$ cat src/rtl/ahb_apb_bridge_ctrl.sv
// AHB-slave to APB-master bridge controller: each accepted AHB transfer is replayed
// as one two-phase APB access while the AHB data phase is stalled via Hreadyout.
module ahb_apb_bridge_ctrl #(
    parameter logic [31:0] BASE_ADDR   = 32'h8000_0000,
    parameter logic [31:0] REGION_SIZE = 32'h0400_0000,
    parameter int          NUM_PSEL    = 4
) (
    input  logic                clk,
    input  logic                Hreset,
    input  logic                Hwrite,
    input  logic                Hreadyin,
    input  logic [1:0]          Htrans,
    input  logic [31:0]         Haddr,
    input  logic [31:0]         Hwdata,
    output logic                Hreadyout,
    output logic [1:0]          Hresp,
    output logic [31:0]         Hrdata,
    output logic [NUM_PSEL-1:0] Pselx,
    output logic                Penable,
    output logic                Pwrite,
    output logic [31:0]         Paddr,
    output logic [31:0]         Pwdata,
    input  logic [31:0]         Prdata,
    input  logic                Pready
);

    localparam int          REGION_LOG2 = $clog2(REGION_SIZE);
    localparam int          IDX_W       = (NUM_PSEL > 1) ? $clog2(NUM_PSEL) : 1;
    localparam logic [32:0] WINDOW      = 33'(NUM_PSEL) * {1'b0, REGION_SIZE};

    typedef enum logic [2:0] {
        ST_IDLE,
        ST_WDATA,
        ST_SETUP,
        ST_ENABLE,
        ST_DONE
    } state_t;

    state_t              state_q, state_d;
    logic                hreadyout_q, hreadyout_d;
    logic [31:0]         hrdata_q, hrdata_d;
    logic [NUM_PSEL-1:0] pselx_q, pselx_d;
    logic                penable_q, penable_d;
    logic                pwrite_q, pwrite_d;
    logic [31:0]         paddr_q, paddr_d;
    logic [31:0]         pwdata_q, pwdata_d;
    logic [IDX_W-1:0]    sel_q, sel_d;

    logic [31:0]      offset;
    logic             in_window;
    logic             valid;
    logic [IDX_W-1:0] haddr_idx;

    // Haddr >= BASE_ADDR guarantees the subtraction does not wrap.
    assign offset    = Haddr - BASE_ADDR;
    assign in_window = (Haddr >= BASE_ADDR) && ({1'b0, offset} < WINDOW);
    assign valid     = Hreadyin && (Htrans inside {2'b10, 2'b11}) && in_window;
    assign haddr_idx = IDX_W'(offset >> REGION_LOG2);

    always_comb begin
        state_d   = state_q;
        hrdata_d  = hrdata_q;
        pwrite_d  = pwrite_q;
        paddr_d   = paddr_q;
        pwdata_d  = pwdata_q;
        sel_d     = sel_q;

        case (state_q)
            ST_IDLE, ST_DONE: begin
                if (valid) begin
                    paddr_d  = Haddr;
                    pwrite_d = Hwrite;
                    sel_d    = haddr_idx;
                    state_d  = Hwrite ? ST_WDATA : ST_SETUP;
                end else begin
                    state_d = ST_IDLE;
                end
            end
            ST_WDATA: begin
                pwdata_d = Hwdata;
                state_d  = ST_SETUP;
            end
            ST_SETUP: begin
                state_d = ST_ENABLE;
            end
            ST_ENABLE: begin
                if (Pready) begin
                    state_d = ST_DONE;
                    if (!pwrite_q) begin
                        hrdata_d = Prdata;
                    end
                end
            end
            default: begin
                state_d = ST_IDLE;
            end
        endcase

        // Outputs are registered, so they are decoded from the state being entered.
        hreadyout_d = (state_d == ST_IDLE) || (state_d == ST_DONE);
        penable_d   = (state_d == ST_ENABLE);
        pselx_d     = '0;
        if ((state_d == ST_SETUP) || (state_d == ST_ENABLE)) begin
            pselx_d[sel_d] = 1'b1;
        end
    end

    always_ff @(posedge clk or posedge Hreset) begin
        if (Hreset) begin
            state_q     <= ST_IDLE;
            hreadyout_q <= 1'b1;
            hrdata_q    <= '0;
            pselx_q     <= '0;
            penable_q   <= 1'b0;
            pwrite_q    <= 1'b0;
            paddr_q     <= '0;
            pwdata_q    <= '0;
            sel_q       <= '0;
        end else begin
            state_q     <= state_d;
            hreadyout_q <= hreadyout_d;
            hrdata_q    <= hrdata_d;
            pselx_q     <= pselx_d;
            penable_q   <= penable_d;
            pwrite_q    <= pwrite_d;
            paddr_q     <= paddr_d;
            pwdata_q    <= pwdata_d;
            sel_q       <= sel_d;
        end
    end

    assign Hreadyout = hreadyout_q;
    assign Hresp     = 2'b00;
    assign Hrdata    = hrdata_q;
    assign Pselx     = pselx_q;
    assign Penable   = penable_q;
    assign Pwrite    = pwrite_q;
    assign Paddr     = paddr_q;
    assign Pwdata    = pwdata_q;

endmodule

$ cat config.mk
export PLATFORM = sky130hd
export DESIGN_NAME = ahb_apb_bridge_ctrl
export DESIGN_NICKNAME = d
export VERILOG_FILES = /design/src/rtl/ahb_apb_bridge_ctrl.sv
export SDC_FILE = /design/constraint.sdc
export NUM_CORES = 1
export LEC_CHECK = 0
export CAP_MARGIN = 25
export CORE_MARGIN = 1
export CORE_UTILIZATION = 40
export DETAILED_ROUTE_END_ITERATION = 10
export GPL_ROUTABILITY_DRIVEN = 0
export MAX_ROUTING_LAYER = met4
export PLACE_DENSITY = 0.85
export SETUP_SLACK_MARGIN = 0.2
export SYNTH_ARGS = -nofsm -noshare
export SYNTH_HDL_FRONTEND = slang
export SYNTH_SLANG_ARGS = --single-unit
$ cat constraint.sdc
create_clock -name clk -period 4.2 [get_ports clk]
set_clock_uncertainty 0.1 [all_clocks]
set_input_delay 1.05 -clock clk [delete_from_list [all_inputs] [get_ports clk]]
set_output_delay 1.05 -clock clk [all_outputs]
set_load 0.05 [all_outputs]
==> impl_summary.txt <==
----------------------------------------------------
[Run status]
  Result of the run ... complete, no violations

[CTS]
  TritonCTS clock tree ... built
  Worst-case clock buffer depth ... 2
  TritonCTS Buffers ... 9
  Clk Latency, worst-skew pair ... 0.36 ns
  Clock net sink count ... 108
  Number of gates resized after cts ... 0
  Cell at the root of the clock tree ... clkbuf_8
  Post-CTS setup buffer count ... 0
  Clock slew at reported path FFs ... 0.09 ns
  Total of hold buffers inserted after clock tree synthesis ... 0
  H-tree lvl count ... 3

[Final layout]
  Cell Count, Final, Fillers Out ... 595
  Relative area change from synthesis to final layout ... 56.7%
  Highest-count cells in the layout ignoring fill and taps ... clkdlybuf4s50_1 (204), dfrtp_1 (107), mux2_2 (93)
  Share of layout cells above drive strength 1 ... 25.5%
  Final std cell area, no fill ... 0.00648 mm2
  Fillcell total ... 754
  FF+latch area ... 0.00270 mm2
  Number of inserted diodes ... 0
  Commonest non-fill, non-tap cell in the layout ... clkdlybuf4s50_1
  Combined area of the multi-input logic cells ... 0.00132 mm2
  Utilization of the core after routing ... 65.4%
  Final layout net count ... 560

[Placement]
  Input/output buffers ... 204
  Placed Area ... 0.00629 mm2
  Placement Setup Slack ... 1.16 ns
  Cell count after placement ... 579
  Post-detailed-placement half-perimeter wirelength ... 7140 um

[Power and ir drop]
  Total power per unit cell area ... 829 mW/mm2
  Peak VDD IR ... 0.000432 V
  Fraction of power consumed by sequential logic ... 31.4%
  Combinational power share ... 56.8%
  Clock share of power ... 11.8%
  Net switching component of the power ... 2.44 mW
  Switching part of the total power ... 45.4%
  Internal power of the cells ... 2.94 mW
  Tot Pwr ... 5.37 mW
  Cell leakage power ... 2.77 nW

[Route]
  Via count ... 2,815
  Total detailed-routing wirelength ... 9670 um
  Number of detailed-routing iterations run before antenna repair ... 4
  Routed WL per cell ... 16.2 um
  Antenna viol nets, final ... 0
  Routed vias/inst ... 4.73
  Post-detailed-route DRC marker count ... 0
  Initial DRC Count ... 111

[Floorplan]
  Placeable core area ... 0.00991 mm2
  Initial cell density of the core ... 41.7%
  Area of the die ... 0.0108 mm2
  Number of core rows ... 36
  Horiz. Die Dim ... 104 um
  Top-level I/O count ... 208
  Floorplan die height ... 104 um

[Critical path]
  Crit path kind ... flop to output port
  Element type at the critical path end ... output port
  Worst Path Arrival ... 1.71 ns
  CP max stage cell ... clkdlybuf4s50_1
  Crit-path leading delay family ... buffers and inverters
  List of cells traversed by the critical path ... clkdlybuf4s50_1
  Count of buffer and inverter cells on the critical path ... 1
  Worst path required time ... 3.05 ns
  Max Fanout on Critical Path ... 1
  Largest stage delay on the critical path ... 0.83 ns
  Critical Path Start Type ... flop

[Logic synthesis]
  Number of register bits inferred by synthesis ... 108
  Sequential element share of the synthesized area ... 65.4%
  Mapped Avg Cell Area ... 16.5 um2
  Number of distinct standard cells referenced by the synthesized netlist ... 31
  Netlist area before placement ... 0.00414 mm2
  Number of warnings printed during yosys synthesis ... 0
  Gate Count Post-Synth ... 250

[Timing]
  Time the final worst path needs with I/O delays and setup ... 2.86 ns
  Actual slew at the worst max-slew pin ... 0.854 ns
  Peak clock frequency supported by timing ... 350 MHz
  Final count of negative-setup-slack endpoints ... 0
  Final-layout worst hold slack ... 0.395 ns
  Total count of hold-check failures in the final report ... 0
  Worst-case setup margin in the final layout ... 1.34 ns
  Setup TNS ... 0 ns
  Setup repair after global routing missed its margin ... no
  Slew Viols, Final ... 0
  Slew margin rel. ... 43.1%
  Share of the cycle needed by the critical path after routing ... 68.1%

[Global route]
  Overall fraction of global-route tracks in use ... 19.8%
  Initial antenna violation count ... 0
  Largest net degree at the start of global routing ... 70
  Number of global-route vias before repair ... 3,128
  Sum of overflow across all layers after global routing ... 0
  Global-route wire length before repair ... 16,000 um

[Hold path]
  Type of the most critical hold path ... flop to flop

[Flow run]
  Reported max-cap violation count ... 0

----------------------------------------------------
[kinds of logic (layout without fill, tap and decap cells)]
logic type / Yosys count / after routing / share of synthesized area (%)
muxes: 95 / 95 / 25.9
buffers and inverters: 16 / 227 / 2.99
other: 1 / 2 / 0.0907
AOI/OAI and AO/OA: 8 / 8 / 1.54
and+or+nand+nor: 22 / 22 / 4.14
DFF: 108 / 108 / 65.4
[final cells by class]
type	instances	share of cell area (%)
Sequential cell	108	41.7
Tap cell	133	2.57
Multi-Input combinational cell	127	20.3
Clock inverter	1	0.463
Clock buffer	15	2.57
Timing Repair Buffer	208	32.1
Inverter	3	0.212
[final timing paths]
kind,to,cells past startpoint,start,slack [ns]
min in group asynchronous,Hrdata[15],2,Hreset,1.11
hold / removal,Paddr[29],1,Paddr[29],0.39
setup / recovery,Hreadyout,1,Hreadyout,1.34
setup reg to reg,Paddr[0],4,state_q[0],2.28
max in group asynchronous,Hrdata[3],3,Hreset,2.15
hold reg to reg,Paddr[29],1,Paddr[29],0.39
[per-layer routing]
metal / routed length (um) / global-route usage (%)
met5: 0 / -
met4: 124 / 6.94
met3: 573 / 4.59
met2: 4960 / 34.1
met1: 4010 / 22.7
[power groups by stage]
stage	clock, mW	sequential [mW]	combinational, mW
after global placement	0	1.68	3.03
after floorplan	0	3.09	0.649
final	0.634	1.69	3.05
after global routing	0.700	1.75	3.16
after CTS	0.660	1.69	3.08
after detailed placement	0	1.71	3.07
[state kept, by name, summed over array words and instances (netlist names)]
signal,cells
Hrdata,32
Hreadyout,1
Paddr,32
Penable,1
Pselx,4
Pwdata,32
Pwrite,1
sel_q,2
state_q,3
[cell usage after synthesis (all sizes together)]
cell     instances  area share [%]
nor3b            1            0.30
nand3            1            0.12
and4bb           1            0.30
o2bb2ai          1            0.21
conb             1           0.091
clkbuf           1           0.091
mux2            95              26
buf             12             2.6
nor4             1            0.15
dfrtp          107              65
nand2            3            0.27
o32ai            1            0.21
or4b             1            0.24
or4              2            0.36
dfstp            1            0.64
o21bai           1            0.18
nor3             1            0.39
o41ai            2            0.42
o31a             1            0.21
nand4b           1            0.36
and3             1            0.27
o31ai            1            0.18
and2             3            0.45
inv              3            0.27
a21oi            1            0.12
nor2             3            0.45
nand2b           3            0.45
No activity file was read; power rests on OpenSTA's default activity.
